--- config.mk ---
export PLATFORM = sky130hd
export DESIGN_NAME = instruction_cache
export DESIGN_NICKNAME = d
export VERILOG_FILES = /design/src/rtl/instruction_cache_pkg.sv /design/src/rtl/instruction_cache_word_select.sv /design/src/rtl/instruction_cache.sv
export SDC_FILE = /design/constraint.sdc
export NUM_CORES = 1
export LEC_CHECK = 0
export BUFFER_PORTS_ARGS = -buffer_cell sky130_fd_sc_hd__buf_2
export CAP_MARGIN = 20
export CELL_PAD_IN_SITES_DETAIL_PLACEMENT = 2
export CELL_PAD_IN_SITES_GLOBAL_PLACEMENT = 2
export CORE_MARGIN = 2
export CORE_UTILIZATION = 54
export DETAILED_ROUTE_END_ITERATION = 10
export PLACE_DENSITY_LB_ADDON = 0.05
export SLEW_MARGIN = 25
export SYNTH_ARGS = -nofsm -noshare
export SYNTH_HDL_FRONTEND = slang
export SYNTH_SLANG_ARGS = --single-unit
--- constraint.sdc ---
create_clock -name CLK -period 30.7 [get_ports CLK]
set_clock_uncertainty 0.1 [all_clocks]
set_input_delay 6.14 -clock CLK [delete_from_list [all_inputs] [get_ports CLK]]
set_output_delay 6.14 -clock CLK [all_outputs]
set_load 0.05 [all_outputs]
--- src/rtl/instruction_cache_pkg.sv ---
// Shared geometry and FSM encoding for the direct-mapped instruction cache.
package instruction_cache_pkg;

  localparam int unsigned ADDR_W          = 10;
  localparam int unsigned NUM_BLOCKS      = 8;
  localparam int unsigned WORDS_PER_BLOCK = 4;

  localparam int unsigned WORD_W     = 32;
  localparam int unsigned TAG_W      = 3;
  localparam int unsigned INDEX_W    = 3;
  localparam int unsigned OFFSET_W   = 4;
  localparam int unsigned BLOCK_W    = WORDS_PER_BLOCK * WORD_W;
  localparam int unsigned MEM_ADDR_W = TAG_W + INDEX_W;
  localparam int unsigned STAT_W     = 16;

  typedef enum logic {
    StIdle    = 1'b0,
    StMemRead = 1'b1
  } state_e;

endpackage

--- src/rtl/instruction_cache_word_select.sv ---
// Combinational 4:1 selection of one 32-bit word out of a 128-bit cache line.
module icache_word_select
  import instruction_cache_pkg::*;
(
  input  logic [BLOCK_W-1:0] line,
  input  logic [1:0]         word_sel,
  output logic [WORD_W-1:0]  word
);

  always_comb begin
    word = '0;
    unique case (word_sel)
      2'd0: word = line[0*WORD_W +: WORD_W];
      2'd1: word = line[1*WORD_W +: WORD_W];
      2'd2: word = line[2*WORD_W +: WORD_W];
      2'd3: word = line[3*WORD_W +: WORD_W];
      default: word = '0;
    endcase
  end

endmodule

--- src/rtl/instruction_cache.sv ---
// Direct-mapped instruction cache with block refill from a multi-cycle memory.
// Optional hit/miss counters are built when ICACHE_STATS_EN is defined.
module instruction_cache
  import instruction_cache_pkg::*;
(
  input  logic                  CLK,
  input  logic                  RESET,
  input  logic [ADDR_W-1:0]     PC,
  output logic [WORD_W-1:0]     INSTRUCTION,
  output logic                  BUSYWAIT,
  output logic                  MEM_READ,
  output logic [MEM_ADDR_W-1:0] MEM_ADDRESS,
  input  logic [BLOCK_W-1:0]    MEM_READDATA,
  input  logic                  MEM_BUSYWAIT
`ifdef ICACHE_STATS_EN
  ,
  output logic [STAT_W-1:0]     HIT_COUNT,
  output logic [STAT_W-1:0]     MISS_COUNT
`endif
);

  logic [TAG_W-1:0]   pc_tag;
  logic [INDEX_W-1:0] pc_index;
  logic [1:0]         pc_word;
  logic               unused_pc_bits;

  assign pc_tag         = PC[OFFSET_W+INDEX_W +: TAG_W];
  assign pc_index       = PC[OFFSET_W +: INDEX_W];
  assign pc_word        = PC[2 +: 2];
  assign unused_pc_bits = ^PC[1:0];

  logic [NUM_BLOCKS-1:0] valid_q;
  logic [TAG_W-1:0]      tag_q  [NUM_BLOCKS];
  logic [BLOCK_W-1:0]    data_q [NUM_BLOCKS];

  state_e                state_q, state_d;
  logic [MEM_ADDR_W-1:0] blk_q;
  logic                  latch_en;
  logic                  fill;
  logic                  hit;
  logic [WORD_W-1:0]     sel_word;

  logic [INDEX_W-1:0]    fill_index;
  logic [TAG_W-1:0]      fill_tag;

  assign fill_index = blk_q[INDEX_W-1:0];
  assign fill_tag   = blk_q[MEM_ADDR_W-1:INDEX_W];

  assign hit = valid_q[pc_index] && (tag_q[pc_index] == pc_tag);

  icache_word_select u_word_select (
    .line     (data_q[pc_index]),
    .word_sel (pc_word),
    .word     (sel_word)
  );

  always_comb begin
    state_d     = state_q;
    latch_en    = 1'b0;
    fill        = 1'b0;
    INSTRUCTION = '0;
    BUSYWAIT    = 1'b0;
    MEM_READ    = 1'b0;
    MEM_ADDRESS = '0;

    unique case (state_q)
      StIdle: begin
        if (hit) begin
          INSTRUCTION = sel_word;
        end else begin
          BUSYWAIT = 1'b1;
          latch_en = 1'b1;
          state_d  = StMemRead;
        end
      end
      StMemRead: begin
        BUSYWAIT    = 1'b1;
        MEM_READ    = 1'b1;
        MEM_ADDRESS = blk_q;
        if (!MEM_BUSYWAIT) begin
          fill    = 1'b1;
          state_d = StIdle;
        end
      end
      default: state_d = StIdle;
    endcase

    // Reset dominates asynchronously: quiet the CPU and memory interfaces at once.
    if (RESET) begin
      INSTRUCTION = '0;
      BUSYWAIT    = 1'b0;
      MEM_READ    = 1'b0;
      fill        = 1'b0;
      latch_en    = 1'b0;
    end
  end

  always_ff @(posedge CLK or posedge RESET) begin
    if (RESET) begin
      state_q <= StIdle;
      valid_q <= '0;
      blk_q   <= '0;
    end else begin
      state_q <= state_d;
      if (latch_en) begin
        blk_q <= {pc_tag, pc_index};
      end
      if (fill) begin
        valid_q[fill_index] <= 1'b1;
      end
    end
  end

  // Tag and data storage are deliberately left uncleared by reset.
  always_ff @(posedge CLK) begin
    if (fill) begin
      data_q[fill_index] <= MEM_READDATA;
      tag_q[fill_index]  <= fill_tag;
    end
  end

`ifdef ICACHE_STATS_EN
  logic [STAT_W-1:0] hit_count_q, miss_count_q;
  logic              count_hit, count_miss;

  assign count_hit  = (state_q == StIdle) && hit;
  assign count_miss = (state_q == StIdle) && (state_d == StMemRead);

  always_ff @(posedge CLK or posedge RESET) begin
    if (RESET) begin
      hit_count_q  <= '0;
      miss_count_q <= '0;
    end else begin
      if (count_hit && (hit_count_q != {STAT_W{1'b1}})) begin
        hit_count_q <= hit_count_q + 1'b1;
      end
      if (count_miss && (miss_count_q != {STAT_W{1'b1}})) begin
        miss_count_q <= miss_count_q + 1'b1;
      end
    end
  end

  assign HIT_COUNT  = hit_count_q;
  assign MISS_COUNT = miss_count_q;
`endif

endmodule

==> metrics.txt, run 1 <==
placed wire-length estimate 70,140 um; Synthesized Nets 1,737; last stage reached detailed placement; Synth Cell Area 40,490 um^2; Distinct cells, synth 26; mean post-synth cell area 25.37 um^2; error msg [ERROR DPL-0033] detailed placement checks failed during check placement.; initial core utilization 0.5448; Die W 277.8 um; Yosys reg bits 1,063; sequential fraction of the synthesis area 0.7865; Die Y-Extent 277.8 um; IO Port Bufs 178; warnings from Yosys 0; cells after synthesis 1,596; I/O Pins 181; Placer Congestion 0.7308; outcome stopped before the end; # rows 100
-- Yosys cell counts --
library cell,count,share of area
edfxtp_1,1048,0.78
mux4_2,325,0.18
mux2i_1,44,0.011
clkbuf_1,40,0.0037
nor3_1,34,0.0042
buf_2,27,0.0033
dfrtp_1,15,0.0093
nor2_1,8,0.00074
or2_1,8,0.0012
buf_1,7,0.00065
and2_1,6,0.00093
mux2_1,6,0.0017
buf_4,5,0.00093
buf_6,5,0.0014
nand2_1,3,0.00028
nand2b_1,3,0.00046
xor2_1,3,0.00065
a21boi_1,1,0.00019
a21oi_1,1,0.00012
a41oi_2,1,0.00040
and4_1,1,0.00022
inv_1,1,0.000093
inv_2,1,0.000093
mux2_2,1,0.00028
nand4_1,1,0.00015
or3_1,1,0.00015
-- kinds of logic after synthesis --
group           synth area share
compound gates         0.0007108
mux                       0.1936
simple gates            0.008374
buf+inv                  0.01020
xor+xnor               0.0006490
flops                     0.7865
-- per-stage QoR --
step	setup slack, ps	hold WS, ps	area, um^2	std cells
2_1_floorplan	14290	327.8	40490	1596
3_3_place_gp	13950	341.9	42550	2683
==> inputs of run 2 (changes only) <==
--- a/config.mk
+++ b/config.mk
@@ -7,12 +7,10 @@
 export LEC_CHECK = 0
 export BUFFER_PORTS_ARGS = -buffer_cell sky130_fd_sc_hd__buf_2
 export CAP_MARGIN = 20
-export CELL_PAD_IN_SITES_DETAIL_PLACEMENT = 2
-export CELL_PAD_IN_SITES_GLOBAL_PLACEMENT = 2
 export CORE_MARGIN = 2
-export CORE_UTILIZATION = 54
+export CORE_UTILIZATION = 40
 export DETAILED_ROUTE_END_ITERATION = 10
-export PLACE_DENSITY_LB_ADDON = 0.05
+export PLACE_DENSITY_LB_ADDON = 0.15
 export SLEW_MARGIN = 25
 export SYNTH_ARGS = -nofsm -noshare
 export SYNTH_HDL_FRONTEND = slang
==> run 2 against run 1 <==
The flow now finishes without violations; synthesized area did not move; synthesized cell count did not move.
==> metrics.txt, run 2 <==
initial core utilization 0.4037; top-count cell post-synth edfxtp_1; mean post-synth cell area 25.37 um^2; Setup TNS 0 ps; ranking of synthesized cells by area edfxtp_1 78%, mux4_2 18%, mux2i_1 1.1%; Yosys reg bits 1,063; # rows 116; largest registers data_q: 1024 flops, tag_q: 24 flops, valid_q: 8 flops; most flop-heavy register data_q; placed wire-length estimate 51,550 um; warnings from Yosys 0; top cell type's share of synthesized area 0.7772; placed cell count 3,084; cells after synthesis 1,596; First-pass DRT Iterations 4; FILL cells 8,246; Placer Congestion 0.7171; Hold WC Path Type flip-flop to flip-flop; root buf cell clkbuf_16; outcome completed; Reg clk slew, reported paths 60 ps; remaining global-route overflow 0; family with the most delay on the worst path buffers and inverters; largest net degree at the start of global routing 86; I/O Pins 181; final setup fails 0; die area 103,800 um^2; fraction of registers with async set/reset 0.01411; cts bufs inserted 113; initial antenna violation count 39; DR WL/cell 28.29 um; maxcap violations 0; worst setup path category primary input to output port; vias in the first global route 19.10k; commonest non-fill, non-tap cells in the layout 1,048 x edfxtp_1, 325 x mux4_2, 174 x buf_2; Final ANT Viol Nets 0; Crit path buffers/inverters 4; first-pass GRT wire length 134,800 um; sequential fraction of the synthesis area 0.7865; final wirelength 93,030 um; Synthesized Nets 1,737; Max FO, Critical Path 85; Post-synth EDFFs 1,048; Final Slew Violations 0; Final Critical Period 16,500 ps; worst skew pair latency 680 ps; Distinct cells, synth 26; Initial DRC Count 1,558; RSZ-0062 raised after global routing false; leading area contributor after synthesis edfxtp_1; period utilisation layout 0.5373; final hold vios 0; post-cts gate resize count 0; max reg flops 1,024; DP Area 43,040 um^2; Layout Nets 1,983; CTS tree yes; Synth Cell Area 40,490 um^2; share of layout cells above drive strength 1 0.3650; Main synth FF type edfxtp_1; H-tree depth 3; Tot GR Track Use 0.1822; Multi-input gate area 8290 um^2; cells along the critical path buf_8 -> buf_4 -> buf_4 -> mux4_2 -> mux4_2 -> mux2i_1 -> nor3_1 -> buf_2; Pleak 0.01477 uW; area of the core 100,300 um^2; Num Clock Sinks 1,063; finished layout cell area 46,580 um^2; Via density 5.414; Hold WS 361.4 ps; Die W 322.2 um; worst rel slew slack 0.3364; Clock Path Buffers 3; most common cell after layout, fill and taps aside edfxtp_1; Slew @ Worst Pin 995.4 ps; Peak VDD IR 0.00004237 V; residual DRC count 0; hold buffers post-CTS 0; vias 17.80k; Largest stage delay, worst path 840 ps; Power Density 68.21 nW/um^2; slowest CP cell buf_4; IO Port Bufs 178; Fmax 0.06062 GHz; crit end category output port; # Post-CTS Setup Buffers 0; final instance count without filler cells 3,288; Post-synth top cells 1,048 x edfxtp_1, 325 x mux4_2, 44 x mux2i_1; Die Y-Extent 322.2 um; Startpoint Class primary input; CP Data Required Time 24,460 ps; storage element area 31,850 um^2; Critical Path AT 10,260 ps; area grow syn2layout 15.04%
## run 2: cell counts after synthesis
No cell type changed its count.
## run 2: path summary, 6_finish.rpt
kind | cells after the start | slack (ps) | start | endpoint
hold / removal | 1 | 360 | valid_q[2]$_DFFE_PP0P_ | valid_q[2]$_DFFE_PP0P_
min in group asynchronous | 2 | 5480 | RESET | state_q$_DFF_PP0_
hold reg to reg | 1 | 360 | valid_q[2]$_DFFE_PP0P_ | valid_q[2]$_DFFE_PP0P_
max in group asynchronous | 2 | 24580 | RESET | valid_q[4]$_DFFE_PP0P_
setup / recovery | 8 | 14200 | PC[5] | INSTRUCTION[30]
setup reg to reg | 6 | 26620 | state_q$_DFF_PP0_ | data_q[0][85]$_DFFE_PP_
## run 2: power by group
group	internal (uW)	total, uW	switching (uW)
Combinational	81.1	214	133
Sequential	1660	1670	15.9
Clock	751	1290	540
## run 2: per-layer routing
layer  wire length, um  vias to the layer above  track usage
met1             38670                     9726       0.2367
met4              1931                       36      0.04881
met5               218                        -            0
met3              4520                      181      0.03799
met2             47690                      393       0.3128
li1                  -                     7466            -
## run 2: cell families (layout without fill, tap and decap cells)
| logic type | count (synthesis) | after routing | synth area share |
|---|---|---|---|
| compound gates | 3 | 3 | 0.0007108 |
| xor+xnor | 3 | 3 | 0.0006490 |
| buf+inv | 86 | 419 | 0.01020 |
| flops | 1063 | 1063 | 0.7865 |
| mux | 376 | 376 | 0.1936 |
| other cells | 0 | 2 | 0 |
| simple gates | 65 | 65 | 0.008374 |
## run 2: final cells by class
class | count | share of cell area
flip-flops and latches | 1063 | 0.6836
repair buffers | 215 | 0.02603
clock buffers | 144 | 0.06497
diodes | 2 | 0.0001074
inverters | 2 | 0.0001612
multi-input cells | 447 | 0.1780
well taps | 1357 | 0.03645
clock inverters | 58 | 0.01066
## run 2: through the flow
step / utilization / setup slack (ps) / power, uW
final: 0.4645 / 14200 / 3177
after global routing: 0.4644 / 14110 / 3288
after CTS: 0.4643 / 14000 / 3220
after detailed placement: 0.4292 / 13990 / 1924
after global placement: 0.4291 / 13980 / 1916
after floorplan: - / 14290 / 1840
## run 2: worst register-to-register path, cell delays in order (launching register included)
cell	delay, ps
dfrtp_1	440
nand2b_1	120
or3_1	490
nor3_2	170
buf_4	600
buf_4	890
buf_4	860
(Power assumes the default switching activity.)
==> inputs of run 3 (changes only) <==
==> constraint.sdc (replaced) <==
create_clock -name CLK -period 16.45 [get_ports CLK]
set_clock_uncertainty 0.1 [all_clocks]
set_input_delay 3.29 -clock CLK [delete_from_list [all_inputs] [get_ports CLK]]
set_output_delay 3.29 -clock CLK [all_outputs]
set_load 0.05 [all_outputs]
==> run 3 against run 2 <==
Final cell count is essentially flat; combinational power grew 86%; register-to-register slack lost 14000 ps; largest cell class unchanged; highest routed layer unchanged.
==> metrics.txt, run 3 (same netlist as run 2, synthesis figures left out) <==
Worst R2R End data_q[4][76]$_DFFE_PP_; most common cell after layout, fill and taps aside edfxtp_1; RSZ-0062 raised after global routing false; Max FO, Critical Path 78; CP Data Required Time 13,060 ps; final wirelength 92,290 um; Placer Congestion 0.7051; crit end category output port; most flop-heavy register data_q; Via density 5.364; root buf cell clkbuf_16; hold buffers post-CTS 0; Pleak 0.01478 uW; cts bufs inserted 111; remaining global-route overflow 0; vias 17.63k; share of layout cells above drive strength 1 0.3621; Power Density 128.0 nW/um^2; CTS tree yes; residual DRC count 0; DR WL/cell 28.09 um; area of the core 100,300 um^2; Slew @ Worst Pin 1028 ps; First-pass DRT Iterations 4; initial antenna violation count 37; outcome completed; Peak VDD IR 0.00008682 V; final hold vios 0; I/O Pins 181; area grow syn2layout 15.21%; hold_sp valid_q[5]$_DFFE_PP0P_; max reg flops 1,024; Die Y-Extent 322.2 um; final setup fails 0; vias in the first global route 19.15k; commonest non-fill, non-tap cells in the layout 1,048 x edfxtp_1, 325 x mux4_2, 174 x buf_2; Worst Hold Depth 1; first-pass GRT wire length 134,000 um; worst reg2reg path startpoint state_q$_DFF_PP0_; die area 103,800 um^2; Layout Nets 1,978; # Post-CTS Setup Buffers 0; finished layout cell area 46,650 um^2; period utilisation layout 0.6446; worst skew pair latency 670 ps; Clock Path Buffers 3; largest registers data_q: 1024 flops, tag_q: 24 flops, valid_q: 8 flops; worst setup path category primary input to output port; post-cts gate resize count 0; Initial DRC Count 1,418; Critical Path AT 7210 ps; largest net degree at the start of global routing 110; # rows 116; DP Area 43,050 um^2; worst rel slew slack 0.3148; Reg clk slew, reported paths 60 ps; H-tree depth 3; Num Clock Sinks 1,063; Setup TNS 0 ps; maxcap violations 0; Die W 322.2 um; initial core utilization 0.4037; IO Port Bufs 178; Final Critical Period 10,600 ps; R2R Setup Slk 12,510 ps; Final Slew Violations 0; Fmax 0.09430 GHz; Tot GR Track Use 0.1806; placed wire-length estimate 50,100 um; Worst Reg-to-Reg Cells 6; Final ANT Viol Nets 0; Startpoint Class primary input; Hold WC Path Type flip-flop to flip-flop; Worst Hold Path EP valid_q[5]$_DFFE_PP0P_; PnR Total Power 5969 uW
## run 3: worst max path at each step
stage | startpoint | endpoint | slack [ps] | depth (start not counted)
floorplan | MEM_BUSYWAIT | data_q[0][0]$_DFFE_PP_ | 2890 | 3
detailed placement | PC[4] | INSTRUCTION[29] | 5440 | 8
CTS | PC[4] | INSTRUCTION[29] | 5430 | 8
finish | PC[4] | INSTRUCTION[29] | 5850 | 9
global route | PC[4] | INSTRUCTION[1] | 5450 | 9
global placement | PC[4] | INSTRUCTION[26] | 5460 | 8
## run 3: area by class of cell
class	instances	area, um^2
sequential	1063	31850
fill	8204	53640
tap	1357	1698
timing repair buffer	212	1240
clock inverter	61	629.4
antenna	4	10.01
multi-input combinational	447	8290
clock buffer	140	2929
inverter	2	7.507
## run 3: through the flow
| stage | cells | hold WS [ps] | worst slack (ps) | util |
|---|---|---|---|---|
| floorplan | 1596 | 327.8 | 2885 | - |
| global placement | 3080 | 341.6 | 5463 | 0.4292 |
| detailed placement | 3080 | 350.0 | 5437 | 0.4292 |
| CTS | 3281 | 365.8 | 5426 | 0.4647 |
| global route | 3282 | 380.0 | 5450 | 0.4650 |
| finish | 3286 | 361.9 | 5846 | 0.4651 |
## run 3: worst max-delay path: stages
cell     delay [ps]
buf_8           620
buf_12          350
buf_16          520
buf_6           620
mux4_2          600
mux4_2          520
mux2i_1         170
nor3_1           60
buf_2           240
## run 3: power by group
group	internal, uW	leakage (uW)	switching, uW
clock	1460	0.00174	993
sequential	3090	0.00962	29.8
combinational	152	0.00343	247
## run 3: routing by layer
layer	part of all wire	vias up	wire [um]	GRT usage
met5	0.0024	-	225	0
met4	0.023	36	2113	0.04704
met3	0.063	168	5845	0.04985
met2	0.50	398	46180	0.3027
met1	0.41	9559	37930	0.2334
li1	-	7466	-	-
==> inputs of run 4 (changes only) <==
==> constraint.sdc (replaced) <==
create_clock -name CLK -period 9.95 [get_ports CLK]
set_clock_uncertainty 0.1 [all_clocks]
set_input_delay 1.99 -clock CLK [delete_from_list [all_inputs] [get_ports CLK]]
set_output_delay 1.99 -clock CLK [all_outputs]
set_load 0.05 [all_outputs]
==> run 4 against run 3 <==
Register-to-register slack got worse by 6000 ps; hold slack better by 7.0 ps; cell area is 0.34% higher; clock-buffer cell count fell by 8; critical path depth decreased by 1; power up 67%; global-route usage hardly changed; setup slack got worse by 3700 ps; first-iteration DRC count is 12% higher; via count rose by 0.53%; sequential share of layout area is 0.23 points lower; largest power group unchanged; wire length is essentially flat.
==> metrics.txt, run 4 (same netlist as run 2, synthesis figures left out) <==
outcome completed; first-pass GRT wire length 133,700 um; Peak VDD IR 0.0001429 V; Layout Nets 1,977; crit end category output port; placed cell count 3,081; Fmax 0.1283 GHz; Clock Path Buffers 3; Via density 5.389; Hold WC Path Type flip-flop to flip-flop; area of the core 100,300 um^2; worst setup path category primary input to output port; First-pass DRT Iterations 4; initial core utilization 0.4037; root buf cell clkbuf_16; Final Slew Violations 0; Power Density 213.2 nW/um^2; DR WL/cell 28.09 um; Initial DRC Count 1,591; Max FO, Critical Path 53; RSZ-0062 raised after global routing false; FILL cells 8,163; # rows 116; Placer Congestion 0.7033; IO Port Bufs 178; initial antenna violation count 40; Setup TNS 0 ps; final setup fails 0; Num Clock Sinks 1,063; residual DRC count 0; die area 103,800 um^2; CP Data Required Time 7860 ps; hold buffers post-CTS 0; Slew @ Worst Pin 1071 ps; most common cell after layout, fill and taps aside edfxtp_1; Startpoint Class primary input; share of layout cells above drive strength 1 0.3704; largest registers data_q: 1024 flops, tag_q: 24 flops, valid_q: 8 flops; worst skew pair latency 670 ps; DP Area 43,100 um^2; Die W 322.2 um; final wirelength 92,360 um; period utilisation layout 0.7836; worst setup margin 2153 ps; final instance count without filler cells 3,288; largest net degree at the start of global routing 113; cts bufs inserted 108; commonest non-fill, non-tap cells in the layout 1,048 x edfxtp_1, 325 x mux4_2, 174 x buf_2; Reg clk slew, reported paths 50 ps; worst rel slew slack 0.2857; remaining global-route overflow 0; I/O Pins 181; Die Y-Extent 322.2 um; vias in the first global route 18.93k; max reg flops 1,024; # Post-CTS Setup Buffers 0; placed wire-length estimate 49,770 um; Critical Path AT 5710 ps; Tot GR Track Use 0.1810; finished layout cell area 46,810 um^2; pre-CTS WS 1973 ps; area grow syn2layout 15.60%; final hold vios 0; maxcap violations 0; most flop-heavy register data_q; Final Critical Period 7797 ps; H-tree depth 3; Final ANT Viol Nets 0; vias 17.72k; CTS tree yes; post-cts gate resize count 0; Pleak 0.01483 uW
## run 4: cell count changes in the layout (fill, tap and decap cells not counted), moves of 2 or more
| cell | previous run | this run |
|---|---|---|
| clkbuf_1 | 27 | 20 |
| bufinv_16 | 13 | 17 |
| nor3_4 | 0 | 2 |
| clkinvlp_4 | 2 | 8 |
| clkbuf_16 | 113 | 110 |
| clkinv_1 | 26 | 17 |
| buf_12 | 3 | 7 |
| clkbuf_8 | 0 | 2 |
| clkinv_2 | 16 | 21 |
| nor3_2 | 2 | 0 |
| buf_4 | 29 | 27 |
| diode_2 | 4 | 6 |
## run 4: worst paths after layout
kind | from | endpoint | slack [ps] | depth (start not counted)
min | valid_q[6]$_DFFE_PP0P_ | valid_q[6]$_DFFE_PP0P_ | 370 | 1
max in group asynchronous | RESET | valid_q[2]$_DFFE_PP0P_ | 7920 | 2
max | PC[5] | INSTRUCTION[1] | 2150 | 8
min reg2reg | valid_q[6]$_DFFE_PP0P_ | valid_q[6]$_DFFE_PP0P_ | 370 | 1
min in group asynchronous | RESET | valid_q[4]$_DFFE_PP0P_ | 1370 | 2
max reg2reg | state_q$_DFF_PP0_ | data_q[0][41]$_DFFE_PP_ | 6550 | 5
## run 4: area by class of cell
| class | count | area, um^2 | area share |
|---|---|---|---|
| inverter | 2 | 7.507 | 0.0001604 |
| clock buffer | 132 | 2855 | 0.06100 |
| timing repair buffer | 214 | 1289 | 0.02753 |
| antenna | 6 | 15.01 | 0.0003208 |
| sequential | 1063 | 31850 | 0.6804 |
| tap | 1357 | 1698 | 0.03627 |
| clock inverter | 67 | 793.3 | 0.01695 |
| multi-input combinational | 447 | 8303 | 0.1774 |
## run 4: metal layers
layer / global-route usage / wire [um] / up-vias
met5: 0 / 246 / -
met4: 0.05452 / 2232 / 38
met3: 0.04238 / 5322 / 164
met2: 0.2957 / 45460 / 407
met1: 0.2431 / 39110 / 9646
li1: - / - / 7465
## run 4: critical path, stage by stage
cell,delay (ps)
buf_8,340
buf_4,680
buf_4,780
mux4_2,430
mux4_2,510
mux2i_1,530
nor3_1,90
buf_2,240
## run 4: where the power goes
part | switching [uW] | internal, uW | total, uW
clock network | 1670 | 2480 | 4150
registers | 51.4 | 5110 | 5160
logic | 415 | 255 | 670
total | 2140 | 7840 | 9980
## run 4: per-stage QoR
| stage | hold slack [ps] | power [uW] | utilization |
|---|---|---|---|
| final | 368.9 | 9981 | 0.4667 |
| after global routing | 383.6 | 10310 | 0.4666 |
| after CTS | 368.6 | 10100 | 0.4662 |
| after detailed placement | 348.4 | 5944 | 0.4298 |
| after global placement | 341.1 | 5922 | 0.4296 |
| after floorplan | 327.8 | 5673 | - |
